==> src/rtl/mult_div_unit_if.sv <==
// ---------------------------------------------------------------------------
// mult_div_unit_if
// Operand/result bundle between the multicycle control path and the
// multiply/divide unit.
//   start    : one-cycle request from the control unit
//   op       : 0 = MULT, 1 = DIV (valid with start)
//   src_a    : multiplicand / dividend (signed)
//   src_b    : multiplier / divisor (signed)
//   hi, lo   : result words for the HI/LO registers
//   busy     : unit is not idle
//   done     : one-cycle pulse, hi/lo valid
//   div_zero : one-cycle pulse, DIV by zero requested
// master = control unit side, slave = the arithmetic unit.
// ---------------------------------------------------------------------------
interface mult_div_unit_if #(
   parameter int WIDTH = 32
);
   logic             start;
   logic             op;
   logic [WIDTH-1:0] src_a;
   logic [WIDTH-1:0] src_b;
   logic [WIDTH-1:0] hi;
   logic [WIDTH-1:0] lo;
   logic             busy;
   logic             done;
   logic             div_zero;

   modport master (
      output start, op, src_a, src_b,
      input  hi, lo, busy, done, div_zero
   );

   modport slave (
      input  start, op, src_a, src_b,
      output hi, lo, busy, done, div_zero
   );
endinterface

==> src/rtl/mult_div_unit.sv <==
// ---------------------------------------------------------------------------
// mult_div_unit
// Sequential signed multiply (radix-2 Booth) and divide (restoring on
// magnitudes with a sign fixup cycle) for the multicycle MIPS datapath.
// Ports:
//   clock  : system clock, rising edge
//   reset  : synchronous, active-high
//   mdBus  : mult_div_unit_if.slave (start/op/src_a/src_b in,
//            hi/lo/busy/done/div_zero out)
// Optional build macro MD_EARLY_OUT_EN: MULT with a zero operand and DIV with
// |src_a| < |src_b| finish straight from IDLE without iterating.
// done and div_zero are registered from the DONE/DZ states, so each pulse
// appears in the cycle after the FSM passes through that state.
// ---------------------------------------------------------------------------
module mult_div_unit #(
   parameter int WIDTH = 32
) (
   input  logic           clock,
   input  logic           reset,
   mult_div_unit_if.slave mdBus
);
   localparam int CNT_W = $clog2(WIDTH);
   localparam logic [CNT_W-1:0] LAST_STEP = CNT_W'(WIDTH - 1);

   typedef enum logic [2:0] {IDLE, MULT, DIV, FIX, DONE, DZ} state_t;

   state_t                  state;
   // One extra accumulator bit keeps A-M exact when M is the most negative value.
   logic signed [WIDTH:0]   accA;
   logic [WIDTH-1:0]        regQ;
   logic                    qMinus1;
   logic [WIDTH-1:0]        regM;
   logic [WIDTH-1:0]        remR;
   logic [WIDTH-1:0]        magB;
   logic                    negA;
   logic                    negB;
   logic [CNT_W-1:0]        count;
   logic [WIDTH-1:0]        hiReg;
   logic [WIDTH-1:0]        loReg;
   logic                    busyReg;
   logic                    doneReg;
   logic                    dzReg;

   logic [WIDTH-1:0]        absA;
   logic [WIDTH-1:0]        absB;
   logic signed [WIDTH:0]   mExt;
   logic signed [WIDTH:0]   boothSum;
   logic signed [WIDTH:0]   boothA;
   logic [WIDTH-1:0]        boothQ;
   logic [WIDTH:0]          divShift;
   logic [WIDTH-1:0]        divDiff;
   logic [WIDTH-1:0]        nextR;
   logic [WIDTH-1:0]        nextQ;
   logic [WIDTH-1:0]        fixQuot;
   logic [WIDTH-1:0]        fixRem;

   // Magnitudes are unsigned, so |-2^(WIDTH-1)| is representable.
   assign absA = mdBus.src_a[WIDTH-1] ? -mdBus.src_a : mdBus.src_a;
   assign absB = mdBus.src_b[WIDTH-1] ? -mdBus.src_b : mdBus.src_b;

   // Booth step: add/subtract M per {Q[0],Q-1}, then arithmetic shift right.
   always_comb begin
      mExt     = $signed({regM[WIDTH-1], regM});
      boothSum = accA;
      case ({regQ[0], qMinus1})
         2'b01:   boothSum = accA + mExt;
         2'b10:   boothSum = accA - mExt;
         default: boothSum = accA;
      endcase
      boothA = {boothSum[WIDTH], boothSum[WIDTH:1]};
      boothQ = {boothSum[0], regQ[WIDTH-1:1]};
   end

   // Restoring step: the partial remainder always stays below |b|, so the
   // difference fits in WIDTH bits whenever the trial succeeds.
   always_comb begin
      divShift = {remR, regQ[WIDTH-1]};
      divDiff  = divShift[WIDTH-1:0] - magB;
      if (divShift >= {1'b0, magB}) begin
         nextR = divDiff;
         nextQ = {regQ[WIDTH-2:0], 1'b1};
      end else begin
         nextR = divShift[WIDTH-1:0];
         nextQ = {regQ[WIDTH-2:0], 1'b0};
      end
      fixQuot = (negA ^ negB) ? -regQ : regQ;
      fixRem  = negA ? -remR : remR;
   end

   always_ff @(posedge clock) begin
      if (reset) begin
         state   <= IDLE;
         accA    <= '0;
         regQ    <= '0;
         qMinus1 <= 1'b0;
         regM    <= '0;
         remR    <= '0;
         magB    <= '0;
         negA    <= 1'b0;
         negB    <= 1'b0;
         count   <= '0;
         hiReg   <= '0;
         loReg   <= '0;
         busyReg <= 1'b0;
         doneReg <= 1'b0;
         dzReg   <= 1'b0;
      end else begin
         doneReg <= (state == DONE);
         dzReg   <= (state == DZ);
         case (state)
            IDLE: begin
               if (mdBus.start) begin
                  busyReg <= 1'b1;
                  if (!mdBus.op) begin
`ifdef MD_EARLY_OUT_EN
                     if ((mdBus.src_a == '0) || (mdBus.src_b == '0)) begin
                        hiReg <= '0;
                        loReg <= '0;
                        state <= DONE;
                     end else begin
                        accA    <= '0;
                        regQ    <= mdBus.src_a;
                        qMinus1 <= 1'b0;
                        regM    <= mdBus.src_b;
                        count   <= '0;
                        state   <= MULT;
                     end
`else
                     accA    <= '0;
                     regQ    <= mdBus.src_a;
                     qMinus1 <= 1'b0;
                     regM    <= mdBus.src_b;
                     count   <= '0;
                     state   <= MULT;
`endif
                  end else if (mdBus.src_b == '0) begin
                     state <= DZ;
                  end else begin
`ifdef MD_EARLY_OUT_EN
                     if (absA < absB) begin
                        hiReg <= mdBus.src_a;
                        loReg <= '0;
                        state <= DONE;
                     end else begin
                        negA  <= mdBus.src_a[WIDTH-1];
                        negB  <= mdBus.src_b[WIDTH-1];
                        regQ  <= absA;
                        magB  <= absB;
                        remR  <= '0;
                        count <= '0;
                        state <= DIV;
                     end
`else
                     negA  <= mdBus.src_a[WIDTH-1];
                     negB  <= mdBus.src_b[WIDTH-1];
                     regQ  <= absA;
                     magB  <= absB;
                     remR  <= '0;
                     count <= '0;
                     state <= DIV;
`endif
                  end
               end
            end
            MULT: begin
               accA    <= boothA;
               regQ    <= boothQ;
               qMinus1 <= regQ[0];
               count   <= count + 1'b1;
               if (count == LAST_STEP) begin
                  hiReg <= boothA[WIDTH-1:0];
                  loReg <= boothQ;
                  state <= DONE;
               end
            end
            DIV: begin
               remR  <= nextR;
               regQ  <= nextQ;
               count <= count + 1'b1;
               if (count == LAST_STEP) begin
                  state <= FIX;
               end
            end
            FIX: begin
               hiReg <= fixRem;
               loReg <= fixQuot;
               state <= DONE;
            end
            DONE: begin
               busyReg <= 1'b0;
               state   <= IDLE;
            end
            DZ: begin
               busyReg <= 1'b0;
               state   <= IDLE;
            end
            default: begin
               busyReg <= 1'b0;
               state   <= IDLE;
            end
         endcase
      end
   end

   assign mdBus.hi       = hiReg;
   assign mdBus.lo       = loReg;
   assign mdBus.busy     = busyReg;
   assign mdBus.done     = doneReg;
   assign mdBus.div_zero = dzReg;

endmodule

==> src/flat_wrapper.sv <==
// flat-port wrapper written by rule: the top's interface ports become plain ports
module mult_div_unit_flat 
#(
   parameter int WIDTH = 32
)
  (clock, reset, mdBus_start, mdBus_op, mdBus_src_a, mdBus_src_b, mdBus_hi, mdBus_lo, mdBus_busy, mdBus_done, mdBus_div_zero);
  mult_div_unit_if #(.WIDTH(WIDTH)) mdBus_i ();
  input  logic clock;
  input  logic reset;
  input wire logic [$bits(mdBus_i.start)-1:0] mdBus_start;
  input wire logic [$bits(mdBus_i.op)-1:0] mdBus_op;
  input wire logic [$bits(mdBus_i.src_a)-1:0] mdBus_src_a;
  input wire logic [$bits(mdBus_i.src_b)-1:0] mdBus_src_b;
  output wire logic [$bits(mdBus_i.hi)-1:0] mdBus_hi;
  output wire logic [$bits(mdBus_i.lo)-1:0] mdBus_lo;
  output wire logic [$bits(mdBus_i.busy)-1:0] mdBus_busy;
  output wire logic [$bits(mdBus_i.done)-1:0] mdBus_done;
  output wire logic [$bits(mdBus_i.div_zero)-1:0] mdBus_div_zero;
  assign mdBus_i.start = mdBus_start;
  assign mdBus_i.op = mdBus_op;
  assign mdBus_i.src_a = mdBus_src_a;
  assign mdBus_i.src_b = mdBus_src_b;
  assign mdBus_hi = mdBus_i.hi;
  assign mdBus_lo = mdBus_i.lo;
  assign mdBus_busy = mdBus_i.busy;
  assign mdBus_done = mdBus_i.done;
  assign mdBus_div_zero = mdBus_i.div_zero;
  mult_div_unit #(.WIDTH(WIDTH)) u_core (.clock(clock), .reset(reset), .mdBus(mdBus_i));
endmodule
==> config.mk <==
export PLATFORM = sky130hd
export DESIGN_NAME = mult_div_unit_flat
export DESIGN_NICKNAME = d
export VERILOG_FILES = /design/src/rtl/mult_div_unit_if.sv /design/src/rtl/mult_div_unit.sv /design/src/flat_wrapper.sv
export SDC_FILE = /design/constraint.sdc
export NUM_CORES = 1
export LEC_CHECK = 0
export ABC_CLOCK_PERIOD_IN_PS = 13350
export BUFFER_PORTS_ARGS = -buffer_cell sky130_fd_sc_hd__clkbuf_2
export CAP_MARGIN = 20
export CORE_ASPECT_RATIO = 2
export CORE_UTILIZATION = 25
export CTS_BUF_LIST = sky130_fd_sc_hd__clkbuf_8
export CTS_CLUSTER_DIAMETER = 40
export DETAILED_ROUTE_END_ITERATION = 12
export GPL_TIMING_DRIVEN = 0
export PLACE_DENSITY_LB_ADDON = 0.05
export SYNTH_ARGS = -nofsm -noshare
export SYNTH_HDL_FRONTEND = slang
export SYNTH_SLANG_ARGS = --single-unit
==> constraint.sdc <==
create_clock -name clock -period 13.35 [get_ports clock]
set_clock_uncertainty 0.1 [all_clocks]
set_input_delay 0.6675 -clock clock [delete_from_list [all_inputs] [get_ports clock]]
set_output_delay 0.6675 -clock clock [all_outputs]
set_load 0.01 [all_outputs]
=== Word level (Yosys, flattened, before mapping) ===
Cells that the tools add are included.

* Register bits after elaboration: 239
* Output and inout port bits: 67
* Word-level logic and storage cells: 98
* Bits of input ports: 68

* Bitwise logic cells: 4
* Reduce and logical (&&, ||, !) cells: 18
* Multiplexer cells: 37
* Equal/unequal tests: 15
* Add/sub/neg operators: 8
* $lt $le $gt $ge: 1

{| class="wikitable"
|+ Operators with widths
! cell !! number
|-
| 2-to-1 mux 32 bit || 13
|-
| one-hot mux 32 bit (2 select lines) || 3
|-
| one-hot mux 33 bit (2 select lines) || 2
|-
| negation 32 bit || 4
|-
| one-hot mux 32 bit (3 select lines) || 1
|-
| 2-to-1 mux 33 bit || 2
|-
| adder 33 x 32 -> 33 bit || 1
|-
| >= comparator 33 x 32 -> 1 bit || 1
|-
| subtractor 33 x 32 -> 33 bit || 1
|-
| zero test 32 bit || 1
|-
| subtractor 32 bit || 1
|-
| 2-to-1 mux 3 bit || 5
|-
| 2-to-1 mux 5 bit || 3
|-
| AND reduction 3 bit || 5
|-
| one-hot mux 3 bit (4 select lines) || 1
|-
| one-hot mux 5 bit (2 select lines) || 1
|-
| != test 2 bit, second input constant || 4
|-
| AND reduction 4 bit || 2
|-
| nonzero test 2 bit || 4
|-
| equality test 3 x 2 -> 1 bit, second input constant || 2
|-
| equality test 3 bit, second input constant || 2
|-
| adder 5 x 1 -> 5 bit, second input constant || 1
|-
| equality test 5 bit, second input constant || 1
|-
| 2-to-1 mux 1 bit || 4
|-
| other kinds (13) || 18
|}

=== Longest topological paths before layout ===
Gate-level depths: netlist of run 1.

* Depth after elaboration: 6
* Mapped depth: 20
* Gate-level depth less buffers: 19

=== Worst setup path before layout of run 1 ===
No wires, ideal clock.

* Kind: reg2reg
* From: register u_core.regM[12]
* To: register u_core.hiReg[29] (netlist: u_core.mdBus.hi[29])
* Buffers on the path: 1
* Data required time: 13132 ps
* Setup time: 118 ps
* Stages on the path, launching flop included: 19
* Setup slack: 8934 ps
* Period minus slack after synthesis: 4416 ps
* Arrival: 4199 ps
* Cells stage by stage: dfxtp_1 -> or4_1 -> nor4_2 -> nand2b_1 -> or4_1 -> nor4_1 -> a21oi_1 -> xnor2_1 -> ha_1 -> clkbuf_1 -> a21o_1 -> a21oi_1 -> nand3_1 -> a41oi_1 -> nor3_1 -> a211oi_1 -> xnor2_1 -> o21ai_0 -> o2111a_1

* Longest elaborated chain between the ends: 4
* Elaborated cells on any way between the ends: 5
* Those cells by class: add/sub: 2; mux: 3

{| class="wikitable"
|+ Ends and longest elaborated chain
! item !! line !! text
|-
| from (decl) || mult_div_unit.sv:32 || <nowiki>logic [WIDTH-1:0] regM;</nowiki>
|-
| from (signal assigned) || mult_div_unit.sv:132 || <nowiki>regM <= mdBus.src_b;</nowiki>
|-
| subtractor 33 x 32 -> 33 bit or adder 33 x 32 -> 33 bit (tied branches) || mult_div_unit.sv:67, mult_div_unit.sv:66 ||
|-
| one-hot mux 33 bit (2 select lines) (*) || mult_div_unit.sv:65 || <nowiki>case ({regQ[0], qMinus1})</nowiki>
|-
| 2-to-1 mux 32 bit (*) || mult_div_unit.sv:170 || <nowiki>if (count == LAST_STEP) begin</nowiki>
|-
| one-hot mux 32 bit (2 select lines) (*) || mult_div_unit.sv:110 || <nowiki>case (state)</nowiki>
|-
| to (signal assigned) || mult_div_unit.sv:171 || <nowiki>hiReg <= boothA[WIDTH-1:0];</nowiki>
|-
| to (signal assigned) || mult_div_unit.sv:185 || <nowiki>hiReg <= fixRem;</nowiki>
|-
| to (decl) || mult_div_unit.sv:38 || <nowiki>logic [WIDTH-1:0] hiReg;</nowiki>
|}

Mark *: on every way between the ends. The rest lies on a longest branch, timed or not. The select of a mux whose other input is x is not followed.
A chain may end at the register's enable or synchronous reset.

=== Worst setup path in the final report of run 1 ===
Ends and elaborated chain as after synthesis.

==> results.json, run 1 <==
{
  "status": "finished clean",
  "crit_slowest_cell": "nor4_1",
  "htreeDepth": 2,
  "syn_nets": 2269,
  "min_period_ns": 6.02,
  "yosys-top-cells-area": "dfxtp_1, xnor2_1, nand2_1, nor2_1, ha_1",
  "worstSetupPathType": "flop to flop",
  "die_y_um": 362,
  "avgSynthCellArea_um2": 7.60,
  "fmax_mhz": 166,
  "crit_path_start": "u_core.regM[12]",
  "route.detailed.drc": 0,
  "ys_ff_latch": 238,
  "synth.cell_area_um2": 16200,
  "grt_pass1_wl_um": 115000,
  "rows": 131,
  "cts_hold_buf": 0,
  "setup_viol_count_final": 0,
  "dr.pass1.iters": 6,
  "synth_top_area_cell": "dfxtp_1",
  "cpPeakStageDelay_ns": 0.69,
  "start_util": 0.253,
  "dp_slack_ns": 7.28,
  "wire_per_inst_um": 25.5,
  "vdd_ir_drop_max_uv": 62.9,
  "crit_path_end_kind": "flop",
  "final_layout_size_suffix_gt1_frac": 0.109,
  "ios": 135,
  "drt-total-wl_um": 80200,
  "slew_headroom": 0.195,
  "powerDensity_nw_per_um2": 136,
  "synth-async-reset-ratio": 0,
  "cts_buffers": 46,
  "grt.total_usage": 0.241,
  "path_cells": "or4_1 -> nor4_2 -> nand2b_1 -> or4_1 -> nor4_1 -> a21oi_1 -> xnor2_1 -> ha_1 -> clkbuf_1 -> a21o_1 -> a21oi_1 -> nand3_1 -> a41oi_1 -> nor3_1 -> a211oi_1 -> xnor2_1 -> o21ai_0 -> o2111a_1",
  "crit_fanout": 10,
  "grt_max_degree": 13,
  "cts.clk_slew.worst_paths_ns": 0.07,
  "r2r_slack_ns": 7.33,
  "vias": 16700,
  "overflow": 0,
  "antenna_found_initial": 1,
  "finalWeightedCongestion": 0.880,
  "ant_nets": 0,
  "grt_pass1_vias": 16800,
  "yosysSeqAreaShare": 0.295,
  "die_area_um2": 65700,
  "portBuffers": 133,
  "cts_setup_buffers": 0,
  "root_buffer": "clkbuf_8",
  "synth_edf_count": 0,
  "clk_path_buf_depth": 3,
  "area_growth_pct": 16.8,
  "hold_viol": 0,
  "cts_tree": "built",
  "power.total_w": 0.00257,
  "p_leak_nw": 7.44,
  "synthCells": 2127,
  "rsz0062_at_grt": "false",
  "clock_sinks": 238,
  "worst_pin_slew_ns": 1.20,
  "instances_no_fill": 3145,
  "fin_setup_tns_ns": 0,
  "ys.flop_type": "dfxtp_1",
  "final_max_slew_viol_count": 0,
  "hpwl_um": 66400,
  "die_w_um": 182,
  "drv_cap": 0,
  "clk_latency_ns": 0.64,
  "final_nets": 2454,
  "ys_warn_count": 0,
  "arrival_ns": 6.51,
  "worstReg2RegEnd": "u_core.mdBus.hi[29]",
  "period_share": 0.451,
  "fin_ws_ns": 7.33,
  "core_area_um2": 63800,
  "hp-class": "primary input to flop",
  "dp.cells": 3062,
  "synth_top_cell_area_share": 0.295,
  "crit_end": "u_core.mdBus.hi[29]",
  "dpl-instance-area_um2": 17900,
  "reg2reg_from": "u_core.regM[12]",
  "rr_worst_depth": 18,
  "synth_cell_types": 75,
  "critPathLaunchType": "flop",
  "vias_per_cell": 5.32,
  "cts.repair.resized": 0,
  "drt_iter0_drc": 816,
  "final_area_um2": 18900,
  "required_ns": 13.84
}
[metrics by stage]
step | util | hold slack, ns
after floorplan | - | 0.332
after global routing | 0.296 | 0.249
after global placement | 0.280 | 0.346
final | 0.296 | 0.244
after CTS | 0.296 | 0.195
after detailed placement | 0.280 | 0.359
[placed cells by master, fill, tap and decap left out, types with 36 or more instances in the layout]
| cell | instances |
|---|---|
| inv_1 | 96 |
| xor2_1 | 64 |
| clkbuf_2 | 135 |
| xnor2_1 | 137 |
| a21o_1 | 37 |
| clkbuf_1 | 122 |
| a211oi_1 | 49 |
| nor2_1 | 250 |
| o31ai_1 | 36 |
| a21oi_1 | 152 |
| nand2_1 | 258 |
| o21ai_0 | 77 |
| ha_1 | 72 |
| clkbuf_8 | 58 |
| dfxtp_1 | 238 |
| nor3_1 | 45 |
| o21ai_1 | 48 |
| a22oi_1 | 53 |
[how the worst min path moves through the flow]
stage | slack [ns] | end | cells past startpoint | from
after floorplan | 0.33 | u_core.magB[16] | 2 | u_core.magB[16]
after global placement | 0.35 | u_core.magB[16] | 2 | u_core.magB[16]
after detailed placement | 0.36 | u_core.magB[22] | 2 | u_core.magB[22]
after CTS | 0.20 | u_core.regM[29] | 3 | mdBus_src_b[29]
after global routing | 0.25 | u_core.regM[30] | 3 | mdBus_src_b[30]
final | 0.24 | u_core.regM[29] | 3 | mdBus_src_b[29]
[synthesized netlist by cell type (9+ instances only)]
library cell and count:
nand2_1 258, nor2_1 250, dfxtp_1 238, a21oi_1 152
xnor2_1 137, clkbuf_1 122, inv_1 84, o21ai_0 77
ha_1 72, xor2_1 64, a22oi_1 53, a211oi_1 49
o21ai_1 48, nor3_1 45, a21o_1 37, o31ai_1 36
a221oi_1 32, a311oi_1 32, nand3_1 25, or3_1 19
a31oi_1 17, nor4_1 17, or4_1 17, a222oi_1 15
and3_1 14, o41ai_1 14, o21a_1 13, buf_1 12
buf_2 12, nand2b_1 12, mux2i_1 11, and2_1 10
nor2b_1 10, a211oi_2 9
[flip-flops by register name, summed over array words and instances (netlist names), 3 cells and up]
register         flops
u_core.remR         32
u_core.count         5
u_core.magB         32
u_core.state         3
u_core.mdBus.lo     32
u_core.accA         32
u_core.regQ         32
u_core.regM         32
u_core.mdBus.hi     32
[critical path, delay by kind of cell, from the launching register on]
kind	cells	cell delay [ns]
AO/OA/AOI/OAI	7	2.29
XOR/XNOR	2	0.27
adder cells (fa/ha/maj)	1	0.27
buffers and inverters	1	0.25
flip-flops	1	0.37
AND/OR/NAND/NOR	7	2.43
[metal layers]
layer / routed length [um] / GRT usage / share of wire
met5: 0 / 0 / 0
met4: 5640 / 0.158 / 0.070
met3: 2390 / 0.0230 / 0.030
met2: 44800 / 0.485 / 0.56
met1: 27400 / 0.225 / 0.34
[cells by family after synthesis]
family | after synthesis | share of synthesized area
simple gates | 711 | 0.196
compound gates | 654 | 0.276
flops | 238 | 0.295
buf+inv | 234 | 0.0559
xor+xnor | 201 | 0.109
fa+ha+maj | 74 | 0.0582
mux | 15 | 0.00960
[where the power goes]
part	total, W	internal (W)	switching [W]
Clock	0.000821	0.000450	0.000371
Sequential	0.000803	0.000754	0.0000496
Combinational	0.000951	0.000323	0.000628
Total	0.00257	0.00153	0.00105
[cell type report]
class | instances | area [um^2]
inverters | 85 | 319
plain buffers | 149 | 584
clock buffers | 58 | 798
flip-flops and latches | 238 | 4760
clock inverters | 24 | 194
multi-input cells | 1655 | 10500
repair buffers | 137 | 714
well taps | 798 | 998
fillers | 7028 | 44900
diodes | 1 | 2.50
No activity file was read; power rests on OpenSTA's default activity.
==> run 2: changes to the inputs <==
--- a/config.mk
+++ b/config.mk
@@ -5,7 +5,7 @@
 export SDC_FILE = /design/constraint.sdc
 export NUM_CORES = 1
 export LEC_CHECK = 0
-export ABC_CLOCK_PERIOD_IN_PS = 13350
+export ABC_CLOCK_PERIOD_IN_PS = 6300
 export BUFFER_PORTS_ARGS = -buffer_cell sky130_fd_sc_hd__clkbuf_2
 export CAP_MARGIN = 20
 export CORE_ASPECT_RATIO = 2
==> constraint.sdc (replaced) <==
create_clock -name clock -period 6.3 [get_ports clock]
set_clock_uncertainty 0.1 [all_clocks]
set_input_delay 0.315 -clock clock [delete_from_list [all_inputs] [get_ports clock]]
set_output_delay 0.315 -clock clock [all_outputs]
set_load 0.01 [all_outputs]
==> run 2 against run 1 <==
Wire length rose by 0.15%; count of clock-buffer cells in the layout did not move; first-iteration DRC count rose by 5.6%; setup slack got worse by 6.8 ns; cell area rose by 2.0%; global-route usage barely moved.
==> results.json, run 2 (synthesis results as in run 1) <==
{
  "dp.cells": 3062,
  "vias_per_cell": 5.30,
  "swShare": 0.406,
  "arrival_ns": 6.20,
  "cts_buffers": 46,
  "rsz0062_at_grt": "false",
  "htreeDepth": 2,
  "clock_sinks": 238,
  "critPathLaunchType": "flop",
  "wire_per_inst_um": 25.2,
  "drv_cap": 0,
  "clkPwrFrac": 0.317,
  "area_growth_pct": 19.2,
  "grt_pass1_vias": 16900,
  "finalWeightedCongestion": 0.880,
  "required_ns": 6.77,
  "crit_path_start": "u_core.regQ[0]",
  "power_switching_w": 0.00222,
  "final_layout_size_suffix_gt1_frac": 0.108,
  "rr_worst_depth": 17,
  "clk_latency_ns": 0.65,
  "worstReg2RegEnd": "u_core.mdBus.hi[21]",
  "combPwrFrac": 0.372,
  "hold_viol": 0,
  "cts.clk_slew.worst_paths_ns": 0.07,
  "layout_commonest_cell": "nand2_1",
  "final_nets": 2492,
  "hp-class": "primary input to flop",
  "slew_headroom": 0.191,
  "rows": 131,
  "utilization": 0.302,
  "seq_power_share": 0.311,
  "vias": 16900,
  "reg2reg_from": "u_core.regQ[0]",
  "root_buffer": "clkbuf_8",
  "powerDensity_nw_per_um2": 284,
  "route.detailed.drc": 0,
  "setup_viol_count_final": 0,
  "grt_max_degree": 13,
  "grt_pass1_wl_um": 115000,
  "p_leak_nw": 7.60,
  "drt-total-wl_um": 80400,
  "min_period_ns": 5.72,
  "start_util": 0.253,
  "crit_end": "u_core.mdBus.hi[21]",
  "ios": 135,
  "period_share": 0.909,
  "hpwl_um": 66400,
  "worst_pin_slew_ns": 1.20,
  "final_max_slew_viol_count": 0,
  "die_w_um": 182,
  "ant_nets": 0,
  "status": "finished clean",
  "instances_no_fill": 3183,
  "portBuffers": 133,
  "vdd_ir_drop_max_uv": 134,
  "crit_fanout": 10,
  "die_y_um": 362,
  "clk_path_buf_depth": 3,
  "overflow": 0,
  "intPower_w": 0.00325,
  "dr.pass1.iters": 6,
  "final_area_um2": 19300,
  "die_area_um2": 65700,
  "fin_setup_tns_ns": 0,
  "drt_iter0_drc": 862,
  "r2r_slack_ns": 0.58,
  "mostFrequentLayoutCells": "nand2_1, nor2_1, dfxtp_1, a21oi_1, xnor2_1",
  "cts_tree": "built",
  "worstSetupPathType": "flop to flop",
  "hold_slack_ns": 0.0607,
  "antenna_found_initial": 1,
  "grt.total_usage": 0.241,
  "dpl-instance-area_um2": 17900,
  "core_area_um2": 63800,
  "crit_path_end_kind": "flop",
  "fmax_mhz": 175
}
-- run 2: per-stage QoR --
step | setup WS (ns) | total power [W]
global route | 0.246 | 0.00575
global placement | 0.182 | 0.00375
detailed placement | 0.231 | 0.00376
finish | 0.576 | 0.00547
CTS | 0.205 | 0.00554
floorplan | 1.88 | 0.00301
-- run 2: worst max-delay path, cell delays in order, from the launching register on --
cell	delay, ns
dfxtp_1	0.66
ha_1	0.27
clkbuf_1	0.26
clkbuf_1	0.46
nor2_1	0.12
xnor2_1	0.20
ha_1	0.44
o211ai_1	0.12
a21oi_1	0.28
o21ai_0	0.21
o21ai_1	0.27
a21oi_1	0.18
o311ai_0	0.75
a21oi_1	0.18
xor2_1	0.17
o21ai_0	0.64
mux2i_1	0.17
o22ai_1	0.19
-- run 2: repair_timing --
action                     4_1_cts  5_1_grt
hold endpoints to repair        40        0
gates resized for setup          0        1
setup endpoints to repair        0        2
buffers inserted                 0        0
hold buffers                    38        0
-- run 2: area by class of cell --
type	count	area, um^2
inverters	85	319
repair buffers	175	1090
clock buffers	58	798
clock inverters	24	194
well taps	798	998
plain buffers	149	584
flip-flops and latches	238	4760
multi-input cells	1655	10500
diodes	1	2.50
fillers	7002	44500
-- run 2: worst min-delay path by stage --
stage | from | end | slack [ns] | cells after the start
floorplan | u_core.magB[16] | u_core.magB[16] | 0.33 | 2
global route | mdBus_start | u_core.state[1] | 0.1 | 3
finish | mdBus_start | u_core.state[0] | 0.06 | 3
detailed placement | u_core.magB[22] | u_core.magB[22] | 0.36 | 2
global placement | u_core.magB[16] | u_core.magB[16] | 0.35 | 2
CTS | mdBus_start | u_core.state[0] | 0.03 | 3
-- run 2: power by group through the flow --
stage	clock network [W]	registers [W]	logic [W]
6_report	0.00174	0.00170	0.00204
5_1_grt	0.00184	0.00171	0.00220
4_1_cts	0.00178	0.00170	0.00205
3_5_place_dp	0	0.00173	0.00203
3_3_place_gp	0	0.00173	0.00202
2_1_floorplan	0	0.00169	0.00133
-- run 2: metal layers --
layer,up-vias,part of all wire,GRT usage
met5,-,0,0
met4,0,0.070,0.158
met3,161,0.029,0.0221
met2,443,0.56,0.487
met1,8128,0.34,0.225
li1,8124,-,-
